--- config.mk ---
export PLATFORM = sky130hd
export DESIGN_NAME = tag_rx_sched
export DESIGN_NICKNAME = d
export VERILOG_FILES = /design/src/rtl/tag_rx_sched.sv
export SDC_FILE = /design/constraint.sdc
export NUM_CORES = 1
export LEC_CHECK = 0
export BUFFER_PORTS_ARGS = -buffer_cell sky130_fd_sc_hd__clkbuf_2
export CORE_ASPECT_RATIO = 1.75
export CORE_MARGIN = 2
export CORE_UTILIZATION = 53
export DETAILED_ROUTE_END_ITERATION = 16
export PLACE_DENSITY = 0.77
export SLEW_MARGIN = 20
export SYNTH_ARGS = -nofsm -noshare
export SYNTH_HDL_FRONTEND = slang
export SYNTH_SLANG_ARGS = --single-unit
export TNS_END_PERCENT = 30
--- constraint.sdc ---
create_clock -name clk -period 3.6 [get_ports clk]
set_clock_uncertainty 0.1 [all_clocks]
set_input_delay 0.18 -clock clk [delete_from_list [all_inputs] [get_ports clk]]
set_output_delay 0.18 -clock clk [all_outputs]
set_load 0.02 [all_outputs]
--- src/rtl/tag_rx_sched.sv ---
// tag_rx_sched: burst scheduler for the tag RX chain.
// Sequences arm / preamble search / sync lock / capture / guard gap bursts,
// owns the RX controller run enable and reports progress and timeouts.
module tag_rx_sched #(
    parameter int CNT_WIDTH   = 32,
    parameter int BURST_WIDTH = 8,
    parameter int TERR_WIDTH  = 16,
    parameter int GAP_LEN     = 1024
) (
    input  logic                   clk,
    input  logic                   reset,
    input  logic                   start,
    input  logic                   abort,
    input  logic [BURST_WIDTH-1:0] nbursts,
    input  logic [CNT_WIDTH-1:0]   capture_len,
    input  logic [CNT_WIDTH-1:0]   timeout_len,
    input  logic [1:0]             rx_state_in,
    output logic                   run_rx,
    output logic                   capture_en,
    output logic                   busy,
    output logic                   done,
    output logic                   timeout_err,
    output logic [BURST_WIDTH-1:0] burst_cnt,
    output logic [TERR_WIDTH-1:0]  timeout_cnt
);

    typedef enum logic [2:0] {
        IDLE    = 3'd0,
        ARM     = 3'd1,
        SEARCH  = 3'd2,
        LOCK    = 3'd3,
        CAPTURE = 3'd4,
        GAP     = 3'd5
    } state_t;

    localparam logic [1:0] RX_INIT   = 2'b00;
    localparam logic [1:0] RX_SYNC   = 2'b01;
    localparam logic [1:0] RX_LOC_RX = 2'b11;

    // Guard gap shorter than 2 cycles would not let the controller settle in clear.
    localparam logic [CNT_WIDTH-1:0] GAP_LAST =
        (GAP_LEN < 2) ? CNT_WIDTH'(1) : CNT_WIDTH'(GAP_LEN - 1);

    state_t                 state;
    logic [CNT_WIDTH-1:0]   timer;
    logic [BURST_WIDTH-1:0] nb_q;
    logic [CNT_WIDTH-1:0]   cap_q;
    logic [CNT_WIDTH-1:0]   to_q;

    logic [CNT_WIDTH-1:0]   cap_last;
    logic                   to_hit;
    logic                   gap_end;
    logic                   seq_fin;

    // A zero capture length behaves as a single-cycle window.
    assign cap_last = (cap_q == '0) ? '0 : cap_q - CNT_WIDTH'(1);
    assign to_hit   = (to_q != '0) && (timer == to_q - CNT_WIDTH'(1));
    assign gap_end  = (timer == GAP_LAST);
    assign seq_fin  = (nb_q != '0) && (burst_cnt == nb_q);

    // Status outputs decode straight from the registered state.
    assign run_rx     = (state == ARM) || (state == SEARCH) ||
                        (state == LOCK) || (state == CAPTURE);
    assign capture_en = (state == CAPTURE);
    assign busy       = (state != IDLE);
    // done marks the final gap cycle; an abort on that cycle suppresses it.
    assign done       = (state == GAP) && gap_end && seq_fin && !abort;

    // Burst sequencing FSM; the timer restarts from zero on every state entry.
    always_ff @(posedge clk) begin
        if (reset) begin
            state       <= IDLE;
            timer       <= '0;
            nb_q        <= '0;
            cap_q       <= '0;
            to_q        <= '0;
            timeout_err <= 1'b0;
            burst_cnt   <= '0;
            timeout_cnt <= '0;
        end else begin
            timer <= timer + CNT_WIDTH'(1);
            if (abort) begin
                // Abort wins over everything; burst_cnt is left as-is for the host.
                state <= IDLE;
                timer <= '0;
            end else begin
                case (state)
                    IDLE: begin
                        timer <= '0;
                        if (start) begin
                            state       <= ARM;
                            nb_q        <= nbursts;
                            cap_q       <= capture_len;
                            to_q        <= timeout_len;
                            burst_cnt   <= '0;
                            timeout_err <= 1'b0;
                        end
                    end
                    ARM: begin
                        state <= SEARCH;
                        timer <= '0;
                    end
                    SEARCH: begin
                        // Sync seen on the expiry cycle still counts as found.
                        if (rx_state_in == RX_SYNC) begin
                            state <= LOCK;
                            timer <= '0;
                        end else if (to_hit) begin
                            state       <= GAP;
                            timer       <= '0;
                            timeout_err <= 1'b1;
                            if (timeout_cnt != '1)
                                timeout_cnt <= timeout_cnt + TERR_WIDTH'(1);
                        end
                    end
                    LOCK: begin
                        if (rx_state_in == RX_LOC_RX) begin
                            state <= CAPTURE;
                            timer <= '0;
                        end else if (rx_state_in == RX_INIT) begin
                            state <= GAP;
                            timer <= '0;
                        end
                    end
                    CAPTURE: begin
                        // An early controller drop still closes out a counted burst.
                        if (timer == cap_last || rx_state_in == RX_INIT) begin
                            state     <= GAP;
                            timer     <= '0;
                            burst_cnt <= burst_cnt + BURST_WIDTH'(1);
                        end
                    end
                    GAP: begin
                        if (gap_end) begin
                            state <= seq_fin ? IDLE : ARM;
                            timer <= '0;
                        end
                    end
                    default: begin
                        state <= IDLE;
                        timer <= '0;
                    end
                endcase
            end
        end
    end

endmodule

==> results_dict.tcl <==
set metrics [dict create \
    postRouteAntennaNets 0 \
    grt_max_degree 77 \
    multi_input_area_um2 5490 \
    wl_per_cell_um 17.9 \
    ys_ff_latch 132 \
    worst_setup_path_start_kind "flop" \
    drive_above_1_share 0.216 \
    cts_tree "built" \
    drv_slew 0 \
    fill_cells 1166 \
    clock_latency_ns 0.42 \
    vdd_drop_max_mv 0.322 \
    dpl-instance-area_um2 9460 \
    synth-edff-count 0 \
    hp-start "timeout_len[31]" \
    gp_congestion 0.997 \
    ys_types 78 \
    drt_first_iter_violations 614 \
    ys_top_cells_by_area "dfxtp_1, nand2_1, xnor2_1, a21oi_1, xor2_1" \
    timing.max_cap.violations 0 \
    setup_viol 0 \
    port_buffers 106 \
    status "finished, violations left" \
    syn_area_per_cell_um2 7.46 \
    total_leakage_power_uw 0.00433 \
    relSlewSlack 0.383 \
    start_util 0.542 \
    cts_buffers 17 \
    clock-root-buffer "clkbuf_16" \
    violations "negative hold slack" \
    crit_fanout 32 \
    clock-sinks 132 \
    area_growth_pct 32.1 \
    period_share 0.997 \
    worst_slack_ns 0.0118 \
    ys_seq_area_frac 0.317 \
    boundaryPins 107 \
    std_cell_rows 60 \
    synth_nets 1202 \
    core_area_um2 15400 \
    final_cell_area_um2 11000 \
    critPathCaptureType "flop" \
    post-dp-hpwl_um 18600 \
    die_height_um 170 \
    synth_top_cell_by_area "dfxtp_1" \
    hold_viol 1 \
    drt-total-wl_um 27300 \
    clk_pin_slew_worst_paths_ns 0.07 \
    yosysWarningCount 0 \
    tightest_slew_ns 0.926 \
    drc 0 \
    path_class "flop to flop" \
    arrival_ns 3.79 \
    vias 9308 \
    min_period_ns 3.59 \
    rsz0062_at_grt "true" \
    critPathLaunch "cap_q[15]" \
    synth.most_common_cell "nand2_1" \
    async_flop_share 0 \
    synth_cells 1119 \
    track_usage 0.311 \
    dp_slack_ns -0.181 \
    drt_pass1_iterations 7 \
    holdCritPathClass "primary input to flop" \
    die_area_um2 16800 \
    seq_area_um2 2650 \
    required_ns 3.80 \
    clockBufferDepth 2 \
    syn_area_um2 8350 \
    netlist_top_cells_count "nand2_1, dfxtp_1, nor2_1, a21oi_1, xnor2_1" \
    overflow 0 \
    synthFlopType "dfxtp_1" \
    vias_per_cell 6.09 \
    synth_top_area_frac 0.317 \
    dieWidth_um 98.9 \
    grt_pass1_wl_um 42600 \
    hold_ws_ns -0.00358 \
    p_per_area_nw_per_um2 417 \
    htreeDepth 4 \
    worstReg2RegStart "cap_q[15]" \
    insertedDiodeCount 0 \
    grt_pass1_vias 8966 \
    finalNetCount 1413 \
    maxClockFrequency_mhz 279 \
    antenna_found_initial 0 \
]
[routing by layer]
layer | part of all wire | GRT usage | vias up
met5 | 0 | 0 | -
met4 | 0.058 | 0.187 | 0
met3 | 0.048 | 0.0415 | 136
met2 | 0.53 | 0.577 | 394
met1 | 0.37 | 0.328 | 4395
li1 | - | - | 4383
[kinds of logic after synthesis]
logic type	synth area share
buffers and inverters	0.0444
muxes	0.0160
and+or+nand+nor	0.335
adders and majority gates	0.00750
DFF	0.317
xor gates and xnor gates	0.124
AOI/OAI and AO/OA	0.157
[where the power goes]
group          total (uW)  internal [uW]  switching, uW  leakage (uW)
Combinational        1210            573            641       0.00297
Sequential           1560           1500           60.3       0.00107
Clock                1820           1060            754      0.000297
[cell usage in the layout (no fill, tap or decap), types with 7 or more instances in the layout]
cell | Yosys | routed
nor4_2 | 4 | 7
nand4_1 | 24 | 24
buf_4 | 1 | 84
or3_1 | 21 | 19
a21oi_1 | 95 | 95
nor3_1 | 26 | 24
nor4_1 | 38 | 34
or4_1 | 14 | 12
clkbuf_16 | 0 | 17
mux2i_1 | 10 | 10
and3_1 | 17 | 16
and2_1 | 9 | 9
xnor2_1 | 69 | 69
xor2_1 | 49 | 49
dlygate4sd3_1 | 0 | 71
o21ai_0 | 23 | 22
nand2_1 | 204 | 204
or2_2 | 10 | 9
a31oi_1 | 10 | 9
nand3_1 | 32 | 31
nand2b_1 | 12 | 12
dfxtp_1 | 132 | 129
nor2_1 | 100 | 100
clkbuf_2 | 0 | 105
inv_1 | 20 | 20
[what timing repair did]
action | 4_1_cts | 5_1_grt
gates cloned | 0 | 1
endpoints found under the setup margin | 50 | 57
resized for setup | 6 | 31
pin swaps | 1 | 19
buffers inserted | 0 | 10
hold endpoints to repair | 71 | 0
hold buffers | 71 | 0
[registers in the layout (all words and copies together), names as in the netlist]
signal / cells
to_q: 32
nb_q: 8
timeout_cnt: 16
cap_q: 32
state: 3
timeout_err: 1
burst_cnt: 8
timer: 32
[critical path, cell delays in order, from the launching register on]
cell	delay [ns]
dfxtp_2	0.32
or4_4	0.54
or4_4	0.44
or3_4	0.34
a221o_1	0.35
a2111oi_4	0.21
o2111ai_2	0.19
nor4_1	0.33
a21oi_1	0.16
o21bai_2	0.18
buf_12	0.20
nor2_1	0.10
[through the flow]
step	TNS (ns)	hold WS, ns	total power (uW)	utilization	cells
2_1_floorplan	0	0.216	2250	-	1119
3_3_place_gp	-5.23	0.303	2610	0.614	1415
3_5_place_dp	-5.90	0.307	2620	0.614	1415
4_1_cts	0	0.00322	4480	0.702	1518
5_1_grt	-5.10	0.0277	4760	0.716	1529
6_report	0	-0.00358	4590	0.716	1529
[area by class of cell]
| type | instances | area share |
|---|---|---|
| clock buffers | 18 | 0.0398 |
| well taps | 186 | 0.0211 |
| inverters | 20 | 0.00681 |
| clock inverters | 14 | 0.0152 |
| multi-input cells | 891 | 0.498 |
| flip-flops and latches | 132 | 0.240 |
| repair buffers | 268 | 0.179 |
[path summary, 6_finish.rpt]
path,cells after the start,to,slack (ns)
max,11,timer[23],0.01
min reg2reg,2,nb_q[7],0.38
max reg2reg,11,timer[23],0.01
min,3,to_q[31],-0.004
(Power assumes the default switching activity.)
